**config.mk**
```make
export PLATFORM = sky130hd
export DESIGN_NAME = pled_switch_reader
export DESIGN_NICKNAME = d
export VERILOG_FILES = /design/src/rtl/pled_switch_reader.sv
export SDC_FILE = /design/constraint.sdc
export NUM_CORES = 1
export LEC_CHECK = 0
export CAP_MARGIN = 5
export CORE_ASPECT_RATIO = 0.8
export CORE_MARGIN = 2
export CORE_UTILIZATION = 50
export CTS_CLUSTER_DIAMETER = 100
export CTS_CLUSTER_SIZE = 24
export DETAILED_ROUTE_END_ITERATION = 8
export GPL_ROUTABILITY_DRIVEN = 0
export PLACE_DENSITY = 0.67
export SYNTH_ARGS = -nofsm -noshare
export SYNTH_HDL_FRONTEND = slang
export SYNTH_SLANG_ARGS = --single-unit
```
**constraint.sdc**
```tcl
create_clock -name clkout_10m -period 6.7 [get_ports clkout_10m]
set_clock_uncertainty 0.15 [all_clocks]
set_input_delay 1.675 -clock clkout_10m [delete_from_list [all_inputs] [get_ports clkout_10m]]
set_output_delay 1.675 -clock clkout_10m [all_outputs]
set_load 0.01 [all_outputs]
```
**src/rtl/pled_switch_reader.sv**
```systemverilog
// Two-switch front panel reader: synchronize, debounce, classify presses.
// Short/long events step the LED pattern/level and toggle the fan.
//
// Ports (pled_switch_reader):
//   clkout_10m  in   10 MHz clock, rising edge
//   reset       in   synchronous, active-low
//   switch1/2   in   raw push switches, active-low (0 = pressed)
//   pattern     out  [1:0] color-pattern select
//   level       out  [2:0] brightness level
//   fan_en      out  fan enable
//   short1/long1/short2/long2  out  one-cycle press events
//   changed     out  one-cycle pulse when pattern/level/fan_en update
//
// Ports (pled_sw_chan): clkout_10m, reset, sw_i (raw), short_o, long_o

module pled_sw_chan #(
  parameter int DEBOUNCE_CYCLES = 100000,
  parameter int LONG_CYCLES     = 10000000
) (
  input  logic clkout_10m,
  input  logic reset,
  input  logic sw_i,
  output logic short_o,
  output logic long_o
);
  localparam int DW = $clog2(DEBOUNCE_CYCLES + 1);
  localparam int LW = $clog2(LONG_CYCLES + 1);

  typedef enum logic [1:0] {
    IDLE  = 2'd0,
    PRESS = 2'd1,
    HELD  = 2'd2
  } state_e;

  logic [1:0]    sync_q;
  logic          deb_q, deb_d;
  logic [DW-1:0] dcnt_q, dcnt_d;
  state_e        state_q, state_d;
  logic [LW-1:0] hold_q, hold_d;
  logic          pressed;

  assign pressed = ~deb_q;

  always_ff @(posedge clkout_10m) begin
    if (!reset) begin
      sync_q  <= 2'b11;
      deb_q   <= 1'b1;
      dcnt_q  <= '0;
      state_q <= IDLE;
      hold_q  <= '0;
    end else begin
      sync_q  <= {sync_q[0], sw_i};
      deb_q   <= deb_d;
      dcnt_q  <= dcnt_d;
      state_q <= state_d;
      hold_q  <= hold_d;
    end
  end

  // Accept the new level on the edge the count would reach the limit.
  always_comb begin
    deb_d  = deb_q;
    dcnt_d = '0;
    if (sync_q[1] != deb_q) begin
      if (dcnt_q == DW'(DEBOUNCE_CYCLES - 1))
        deb_d = sync_q[1];
      else
        dcnt_d = dcnt_q + DW'(1);
    end
  end

  always_comb begin
    state_d = state_q;
    hold_d  = hold_q;
    case (state_q)
      IDLE: begin
        if (pressed) begin
          state_d = PRESS;
          hold_d  = '0;
        end
      end
      PRESS: begin
        if (!pressed) begin
          state_d = IDLE;
        end else begin
          if (hold_q != LW'(LONG_CYCLES))
            hold_d = hold_q + LW'(1);
          if (hold_q == LW'(LONG_CYCLES - 1))
            state_d = HELD;
        end
      end
      HELD: begin
        if (!pressed)
          state_d = IDLE;
      end
      default: state_d = IDLE;
    endcase
  end

  // Events fire in the cycle the decision is taken; long uses the
  // cycle whose edge brings the hold count up to LONG_CYCLES.
  always_comb begin
    short_o = 1'b0;
    long_o  = 1'b0;
    if (state_q == PRESS) begin
      short_o = ~pressed;
      long_o  = pressed &&
                (hold_q == LW'(LONG_CYCLES - 1));
    end
  end
endmodule

module pled_switch_reader #(
  parameter int DEBOUNCE_CYCLES = 100000,
  parameter int LONG_CYCLES     = 10000000
) (
  input  logic       clkout_10m,
  input  logic       reset,
  input  logic       switch1,
  input  logic       switch2,
  output logic [1:0] pattern,
  output logic [2:0] level,
  output logic       fan_en,
  output logic       short1,
  output logic       long1,
  output logic       short2,
  output logic       long2,
  output logic       changed
);
  logic [1:0] pattern_q, pattern_d;
  logic [2:0] level_q, level_d;
  logic       fan_q, fan_d;
  logic       changed_q, changed_d;

  pled_sw_chan #(
    .DEBOUNCE_CYCLES(DEBOUNCE_CYCLES),
    .LONG_CYCLES    (LONG_CYCLES)
  ) u_ch1 (
    .clkout_10m(clkout_10m),
    .reset     (reset),
    .sw_i      (switch1),
    .short_o   (short1),
    .long_o    (long1)
  );

  pled_sw_chan #(
    .DEBOUNCE_CYCLES(DEBOUNCE_CYCLES),
    .LONG_CYCLES    (LONG_CYCLES)
  ) u_ch2 (
    .clkout_10m(clkout_10m),
    .reset     (reset),
    .sw_i      (switch2),
    .short_o   (short2),
    .long_o    (long2)
  );

  always_ff @(posedge clkout_10m) begin
    if (!reset) begin
      pattern_q <= 2'd0;
      level_q   <= 3'd7;
      fan_q     <= 1'b0;
      changed_q <= 1'b0;
    end else begin
      pattern_q <= pattern_d;
      level_q   <= level_d;
      fan_q     <= fan_d;
      changed_q <= changed_d;
    end
  end

  always_comb begin
    pattern_d = pattern_q;
    level_d   = level_q;
    fan_d     = fan_q;
    if (short1) pattern_d = pattern_q + 2'd1;
    if (long1)  pattern_d = 2'd0;
    if (short2) level_d   = level_q + 3'd1;
    if (long2)  fan_d     = ~fan_q;
    changed_d = short1 | long1 | short2 | long2;
  end

  assign pattern = pattern_q;
  assign level   = level_q;
  assign fan_en  = fan_q;
  assign changed = changed_q;
endmodule

```
==> flow_summary.ini, run 1 <==
[run_status]
status = finished clean

[sta]
fin_crit_sh_pct = 70.2
slew_viol_final = 0
setup_viol = 0
relSlewSlack_pct = 28.9
timing.hold.ws_ns = 0.269
rsz0062_at_grt = false
worst_pin_slew_ns = 1.07
fin_crit_ns = 4.71
finalHoldViolCount = 0
clock.fmax_mhz = 213
finalSetupTns_ns = 0

[worst_setup_path]
cp_max_fo = 8
crit-reg2reg-launch = u_ch1.state_q[0]$_SDFFE_PN0P_
crit_type = register to primary output
r2r_cells = 5
reg2reg_to = u_ch1.hold_q[12]$_SDFFE_PN0P_
start_kind = register
critPathArrivalTime_ns = 2.88
critical_path_required_ns = 4.88
end_kind = primary output
ff2ff_setup_slack_ns = 3.64

[synth]
yosys_register_bits = 99
synth.mux.area_fraction_pct = 1.01
yosysWarnings = 0
async_reset_ff_share_pct = 0
synthSimpleGateAreaFrac_pct = 33.1
synth_top_family_by_area = simple AND/OR/NAND/NOR gates
synth_top_cell_area_share_pct = 40.1
avgSynthCellArea_um2 = 8.35
synthCells = 592
ys_types = 64
synth_xor_area_share_pct = 8.51
synth_ff_type = dfxtp_1
syn_area_um2 = 4940
synth_fa_ha_area_share_pct = 1.77
synth-compound-area-share_pct = 10.5
netlist_top_cells_area = dfxtp_1, nor2_1, xnor2_1
synth_top_area_cell = dfxtp_1
synth_edf_count = 0
synthesis.nets = 603
seq_area_frac_synth_pct = 40.1

[clock_tree]
clockBufferDepth = 2
cts_hold_buf = 0
cts_made_buffers = 9
clkTransAtPathRegs_ns = 0.07
cts-root-buf = clkbuf_16
cts_tree = built
h-tree-depth = 3
numClockSinks = 99
post_cts_resized = 0
clock_latency_ns = 0.35
cts_setup_buffers = 0

[final_layout]
syn_to_final_growth_pct = 8.15
final_common_cell = dfxtp_1
antennaDiodeCount = 0
nFillCells = 878
layout_common_cells = dfxtp_1, nor2_1, nand2_1
num-nets-final = 595
multi_input_area_um2 = 2710
finish.utilization_pct = 55.6
instances_no_fill = 707
final_layout_size_suffix_gt1_share_pct = 5.78
ff_latch_area_um2 = 1980

[placed_design]
port_buffers = 14
dp_cells = 692
dpl.hpwl_um = 6820

[floorplanning]
core_area_um2 = 9610
die_h_um = 92.9
die_x_um = 115
fp.dieArea_um2 = 10700
pin_count = 15
initial_core_util_pct = 51.4
std_cell_rows = 32

[global_route]
antenna_found_initial = 0
grt_pass1_wl_um = 17300
grt_usage_pct = 20.2
overflow = 0
grt_pass1_vias = 3678
grt_max_degree = 32

[hold_path]
min_path_type = register to register
hold_end = u_ch1.sync_q[1]$_SDFF_PN1_
hp-start = u_ch1.sync_q[0]$_SDFF_PN1_
min_path_cells = 1

[power_and_ir_drop]
power.density_nw_per_um2 = 210
p_leak_nw = 1.65
irDropWorstVdd_v = 0.000127

[route]
wl_per_cell_um = 14.4
top_layer = met4
drtAntennaViolNets = 0
met1_length_um = 4900
wl_met3_um = 599
via_count = 4137
wirelength_um = 10200
drt_iter0_drc = 347
vias_per_cell = 5.85
drc = 0
drt_pass1_iterations = 5
wl_met2_um = 4600

[job]
cap_violations = 0
metal layers:
| layer | vias up | track usage [%] |
|---|---|---|
| met5 | - | 0 |
| met4 | 0 | 6.12 |
| met3 | 9 | 4.78 |
| met2 | 108 | 30.7 |
| met1 | 1931 | 28.4 |
| li1 | 2089 | - |
state kept, by name, summed over array words and instances (netlist names):
register and count:
level 3, pattern 2, u_ch2.dcnt_q 17, u_ch1.hold_q 24
u_ch2.hold_q 24, u_ch2.sync_q 2, u_ch1.deb_q 1, u_ch1.state_q 2
changed 1, u_ch1.sync_q 2, u_ch1.dcnt_q 17, u_ch2.deb_q 1
fan_en 1, u_ch2.state_q 2
kinds of logic after synthesis:
group	count (synthesis)
multiplexers	5
XOR/XNOR	48
AO/OA/AOI/OAI	77
adder cells (fa/ha/maj)	7
flip-flops	99
AND/OR/NAND/NOR	305
buffers and inverters	51
power breakdown:
part | internal (mW) | switching (mW) | total [mW]
logic | 0.00377 | 0.0102 | 0.0140
registers | 0.590 | 0.000771 | 0.590
clock network | 0.288 | 0.228 | 0.517
critical path: stages, from the launching register on:
cell and delay, ns:
dfxtp_1 0.40, ha_1 0.21, and3_1 0.34, nand3_1 0.17
or4_4 0.52, nor2_1 0.30, clkdlybuf4s50_1 0.61
cell usage after synthesis, types with 7 or more instances:
cell type and n:
a21oi_1 22, and3_1 13, and4_1 8, clkbuf_1 18, dfxtp_1 99, ha_1 7
inv_1 15, nand2_1 50, nand2b_1 7, nand3_1 40, nand4_1 23, nor2_1 72
nor3_1 29, nor4_1 9, o21ai_0 14, or3_1 9, or4_1 9, xnor2_1 26
xor2_1 22
area by class of cell:
class,count,area share (%)
multi-input cells,442,50.7
flip-flops and latches,99,37.1
well taps,119,2.79
clock buffers,9,4.21
clock inverters,6,1.24
inverters,17,1.19
repair buffers,15,2.76
stage by stage:
stage	setup slack (ns)	power [mW]	instance area, um^2
after floorplan	3.15	0.613	4940
after global placement	2.21	0.618	5050
after detailed placement	2.16	0.618	5050
after CTS	1.97	1.13	5350
after global routing	1.82	1.16	5350
final	1.99	1.12	5350
worst max path at each step:
stage | startpoint | end
after detailed placement | reset | u_ch2.dcnt_q[10]$_SDFF_PP0_
after global placement | reset | u_ch2.dcnt_q[8]$_SDFF_PP0_
after floorplan | u_ch1.hold_q[1]$_SDFFE_PN0P_ | long1
after global routing | u_ch1.hold_q[1]$_SDFFE_PN0P_ | long1
after CTS | u_ch1.hold_q[1]$_SDFFE_PN0P_ | long1
final | u_ch1.hold_q[1]$_SDFFE_PN0P_ | long1
Note: power is estimated with default switching activity, not from simulation.
==> run 2, diff against run 1 <==
clock period = 4.68 ns   (was 6.7 ns; I/O delays follow)
==> flow_summary.ini, run 2 (synthesis gave the netlist of run 1 again) <==
[clock_tree]
cts_setup_buffers = 0
cts-root-buf = clkbuf_16
clkTransAtPathRegs_ns = 0.07
cts_tree = built
cts_made_buffers = 9
post_cts_resized = 0
clock_latency_ns = 0.35
numClockSinks = 99
h-tree-depth = 3
cts_hold_buf = 0
clockBufferDepth = 2

[floorplanning]
fp.dieArea_um2 = 10700
die_h_um = 92.9
core_area_um2 = 9610
pin_count = 15
std_cell_rows = 32
die_x_um = 115
initial_core_util_pct = 51.4

[sta]
rsz0062_at_grt = false
slew_viol_final = 0
worst_pin_slew_ns = 1.09
fin_crit_sh_pct = 90.5
finalSetupTns_ns = 0
setup_viol = 0
clock.fmax_mhz = 236
layout_setup_ws_ns = 0.447
timing.hold.ws_ns = 0.259
finalHoldViolCount = 0
relSlewSlack_pct = 27.3
fin_crit_ns = 4.23

[final_layout]
syn_to_final_growth_pct = 9.29
instances_no_fill = 711
nFillCells = 897
final_layout_size_suffix_gt1_share_pct = 6.42
num-nets-final = 598
final_common_cell = dfxtp_1
antennaDiodeCount = 0
reg.largest.list = u_ch1.hold_q: 24 flops, u_ch2.hold_q: 24 flops
final_cell_area_um2 = 5400
layout_common_cells = dfxtp_1, nor2_1, nand2_1

[route]
wl_per_cell_um = 14.5
drc = 0
vias_per_cell = 5.76
drtAntennaViolNets = 0
drt_iter0_drc = 284
drt_pass1_iterations = 5
via_count = 4092
wirelength_um = 10300

[worst_setup_path]
crit_type = register to primary output
critPathMaxStageDelay_ns = 0.62
crit-reg2reg-launch = u_ch2.state_q[0]$_SDFFE_PN0P_
crit_chain = nor4bb_1, nand4_1, or4_4, nor2_1, clkdlybuf4s50_1
startpoint = u_ch1.hold_q[19]$_SDFFE_PN0P_
path_delay_family = simple AND/OR/NAND/NOR gates
start_kind = register
cp_max_fo = 6
critPathBufInv = 1
critPathArrivalTime_ns = 2.91
critical_path_required_ns = 3.36
cp_slowest_cell = clkdlybuf4s50_1
end_kind = primary output

[global_route]
antenna_found_initial = 0
grt_max_degree = 31
grt_pass1_vias = 3793
overflow = 0
grt_pass1_wl_um = 17800
grt_usage_pct = 20.5

[power_and_ir_drop]
power.density_nw_per_um2 = 310
irDropWorstVdd_v = 0.000169
p_leak_nw = 1.68

[hold_path]
min_path_type = register to register
hp-start = u_ch1.sync_q[0]$_SDFF_PN1_

[run_status]
status = finished clean

[job]
cap_violations = 0

[placed_design]
port_buffers = 14
dp_cells = 695
dpl.hpwl_um = 6910
placed_cell_area_um2 = 5080
post-place-ws_ns = 0.819
## run 2: changes by cell type in the layout (fill, tap and decap cells not counted)
cell	before	now
bufinv_16	1	2
clkinvlp_4	3	2
buf_4	1	4
inv_8	0	1
## run 2: path summary, 6_finish.rpt
kind / endpoint / slack, ns / cells after the start
worst max-delay path: long1 / 0.45 / 5
worst min register to register: u_ch1.sync_q[1]$_SDFF_PN1_ / 0.26 / 1
worst max register to register: u_ch2.hold_q[9]$_SDFFE_PN0P_ / 1.98 / 5
worst min-delay path: u_ch1.sync_q[1]$_SDFF_PN1_ / 0.26 / 1
## run 2: metal layers
metal,track usage [%],wire length [um],vias up
met2,30.9,4620,75
met1,28.8,5090,1910
met4,6.83,148,0
met5,0,0,-
li1,-,-,2094
met3,5.04,454,13
## run 2: final cells by class
| class | instances | area (um^2) | share of cell area, % |
|---|---|---|---|
| clock buffers | 9 | 225 | 4.17 |
| multi-input cells | 442 | 2710 | 50.2 |
| well taps | 119 | 149 | 2.76 |
| repair buffers | 18 | 170 | 3.15 |
| clock inverters | 7 | 100 | 1.85 |
| flip-flops and latches | 99 | 1980 | 36.7 |
| inverters | 17 | 63.8 | 1.18 |
## run 2: report_power, final
group | leakage [nW] | total [mW] | switching, mW | internal, mW
Combinational | 0.732 | 0.0207 | 0.0147 | 0.00596
Sequential | 0.798 | 0.845 | 0.00106 | 0.844
Clock | 0.154 | 0.810 | 0.337 | 0.473
Total | 1.68 | 1.68 | 0.353 | 1.32
## run 2: per-stage QoR
stage,util (%),power (mW)
after global placement,52.8,0.885
after CTS,56.2,1.69
after floorplan,-,0.878
after detailed placement,52.8,0.885
after global routing,56.2,1.73
final,56.2,1.68
==> run 3, diff against run 2 <==
--- a/config.mk
+++ b/config.mk
@@ -13,6 +13,6 @@
 export CTS_CLUSTER_SIZE = 24
 export DETAILED_ROUTE_END_ITERATION = 8
+export DONT_BUFFER_PORTS = 1
 export GPL_ROUTABILITY_DRIVEN = 0
-export PLACE_DENSITY = 0.67
 export SYNTH_ARGS = -nofsm -noshare
 export SYNTH_HDL_FRONTEND = slang
--- a/constraint.sdc
+++ b/constraint.sdc
@@ -3,3 +3,3 @@
 set_input_delay 1.17 -clock clkout_10m [delete_from_list [all_inputs] [get_ports clkout_10m]]
 set_output_delay 1.17 -clock clkout_10m [all_outputs]
-set_load 0.01 [all_outputs]
+set_load 0.1 [all_outputs]
==> flow_summary.ini, run 3 (synthesis gave the netlist of run 1 again) <==
[run_status]
status = finished clean

[worst_setup_path]
path_delay_family = simple AND/OR/NAND/NOR gates
cp_slowest_cell = dfxtp_1
end_kind = primary output
cp_max_fo = 10
critPathBufInv = 2
critPathMaxStageDelay_ns = 0.55
crit_chain = inv_2, or4_4, or4_1, nor2_2, buf_4
critPathArrivalTime_ns = 2.46
critical_path_required_ns = 3.36
start_kind = register
crit_type = register to primary output

[floorplanning]
pin_count = 15
die_h_um = 92.9
die_x_um = 115
std_cell_rows = 32
core_area_um2 = 9610
initial_core_util_pct = 51.4
fp.dieArea_um2 = 10700

[sta]
setup_viol = 0
relSlewSlack_pct = 28.2
clock.fmax_mhz = 264
finalSetupTns_ns = 0
rsz0062_at_grt = false
fin_crit_sh_pct = 80.9
finalHoldViolCount = 0
slew_viol_final = 0
layout_setup_ws_ns = 0.896
worst_pin_slew_ns = 1.07
fin_crit_ns = 3.78

[clock_tree]
numClockSinks = 99
clockBufferDepth = 2
clock_latency_ns = 0.34
h-tree-depth = 3
cts_setup_buffers = 0
cts_made_buffers = 9
clkTransAtPathRegs_ns = 0.07
cts_hold_buf = 0
cts-root-buf = clkbuf_16
post_cts_resized = 0
cts_tree = built

[global_route]
grt_pass1_vias = 3668
grt_pass1_wl_um = 17900
grt_max_degree = 32
antenna_found_initial = 0
overflow = 0
grt_usage_pct = 20.5

[final_layout]
layout_common_cells = dfxtp_1, nor2_1, nand2_1
syn_to_final_growth_pct = 6.96
antennaDiodeCount = 0
final_layout_size_suffix_gt1_share_pct = 7.08
final_common_cell = dfxtp_1
num-nets-final = 585
multi_input_area_um2 = 2720
finish.utilization_pct = 55.0
instances_no_fill = 698
reg.largest.list = u_ch1.hold_q: 24 flops, u_ch2.hold_q: 24 flops
ff_latch_area_um2 = 1980
nFillCells = 870

[hold_path]
min_path_type = register to register

[power_and_ir_drop]
finalPower_mw = 1.68
irDropWorstVdd_v = 0.000263
power.density_nw_per_um2 = 317
p_leak_nw = 1.65

[route]
met1_length_um = 5270
wirelength_um = 10200
drc = 0
drtAntennaViolNets = 0
wl_met3_um = 391
vias_per_cell = 5.81
top_layer = met4
wl_met2_um = 4410
wl_per_cell_um = 14.6
via_count = 4053
drt_iter0_drc = 269
drt_pass1_iterations = 5

[placed_design]
dp_cells = 682
port_buffers = 0
post-place-ws_ns = 1.27
dpl.hpwl_um = 6890

[job]
cap_violations = 0
-- run 3: cell types whose count changed in the layout (fill, tap and decap cells not counted), sizes merged --
cell,delta
clkinv,+1
clkinvlp,-1
clkdlybuf4s50,-14
buf,+1
clkbuf,+2
inv,-2
-- run 3: routing by layer --
layer	global-route usage [%]	vias to the layer above
met5	0	-
met4	6.53	0
met3	4.78	15
met2	30.9	75
met1	29.0	1896
li1	-	2067
-- run 3: report_power, final --
part,internal (mW),switching (mW),total [mW]
registers,0.844,0.00111,0.845
logic,0.00332,0.00996,0.0133
clock network,0.499,0.319,0.819
total,1.35,0.330,1.68
-- run 3: final timing paths --
path / cells after the start / start / slack [ns] / to
worst min-delay path: 1 / u_ch2.sync_q[0]$_SDFF_PN1_ / 0.29 / u_ch2.sync_q[1]$_SDFF_PN1_
worst min register to register: 1 / u_ch2.sync_q[0]$_SDFF_PN1_ / 0.29 / u_ch2.sync_q[1]$_SDFF_PN1_
worst max register to register: 5 / u_ch2.state_q[0]$_SDFFE_PN0P_ / 2.07 / u_ch2.hold_q[20]$_SDFFE_PN0P_
worst max-delay path: 5 / u_ch2.state_q[0]$_SDFFE_PN0P_ / 0.90 / long2
-- run 3: area by class of cell --
type	count	area share [%]
repair buffers	5	0.710
well taps	119	2.82
multi-input cells	442	51.4
flip-flops and latches	99	37.5
clock buffers	11	4.78
inverters	17	1.21
clock inverters	5	1.61
-- run 3: through the flow --
stage | area (um^2) | hold slack (ns)
2_1_floorplan | 4940 | 0.236
3_3_place_gp | 4950 | 0.278
3_5_place_dp | 4950 | 0.288
4_1_cts | 5290 | 0.297
5_1_grt | 5290 | 0.318
6_report | 5290 | 0.293
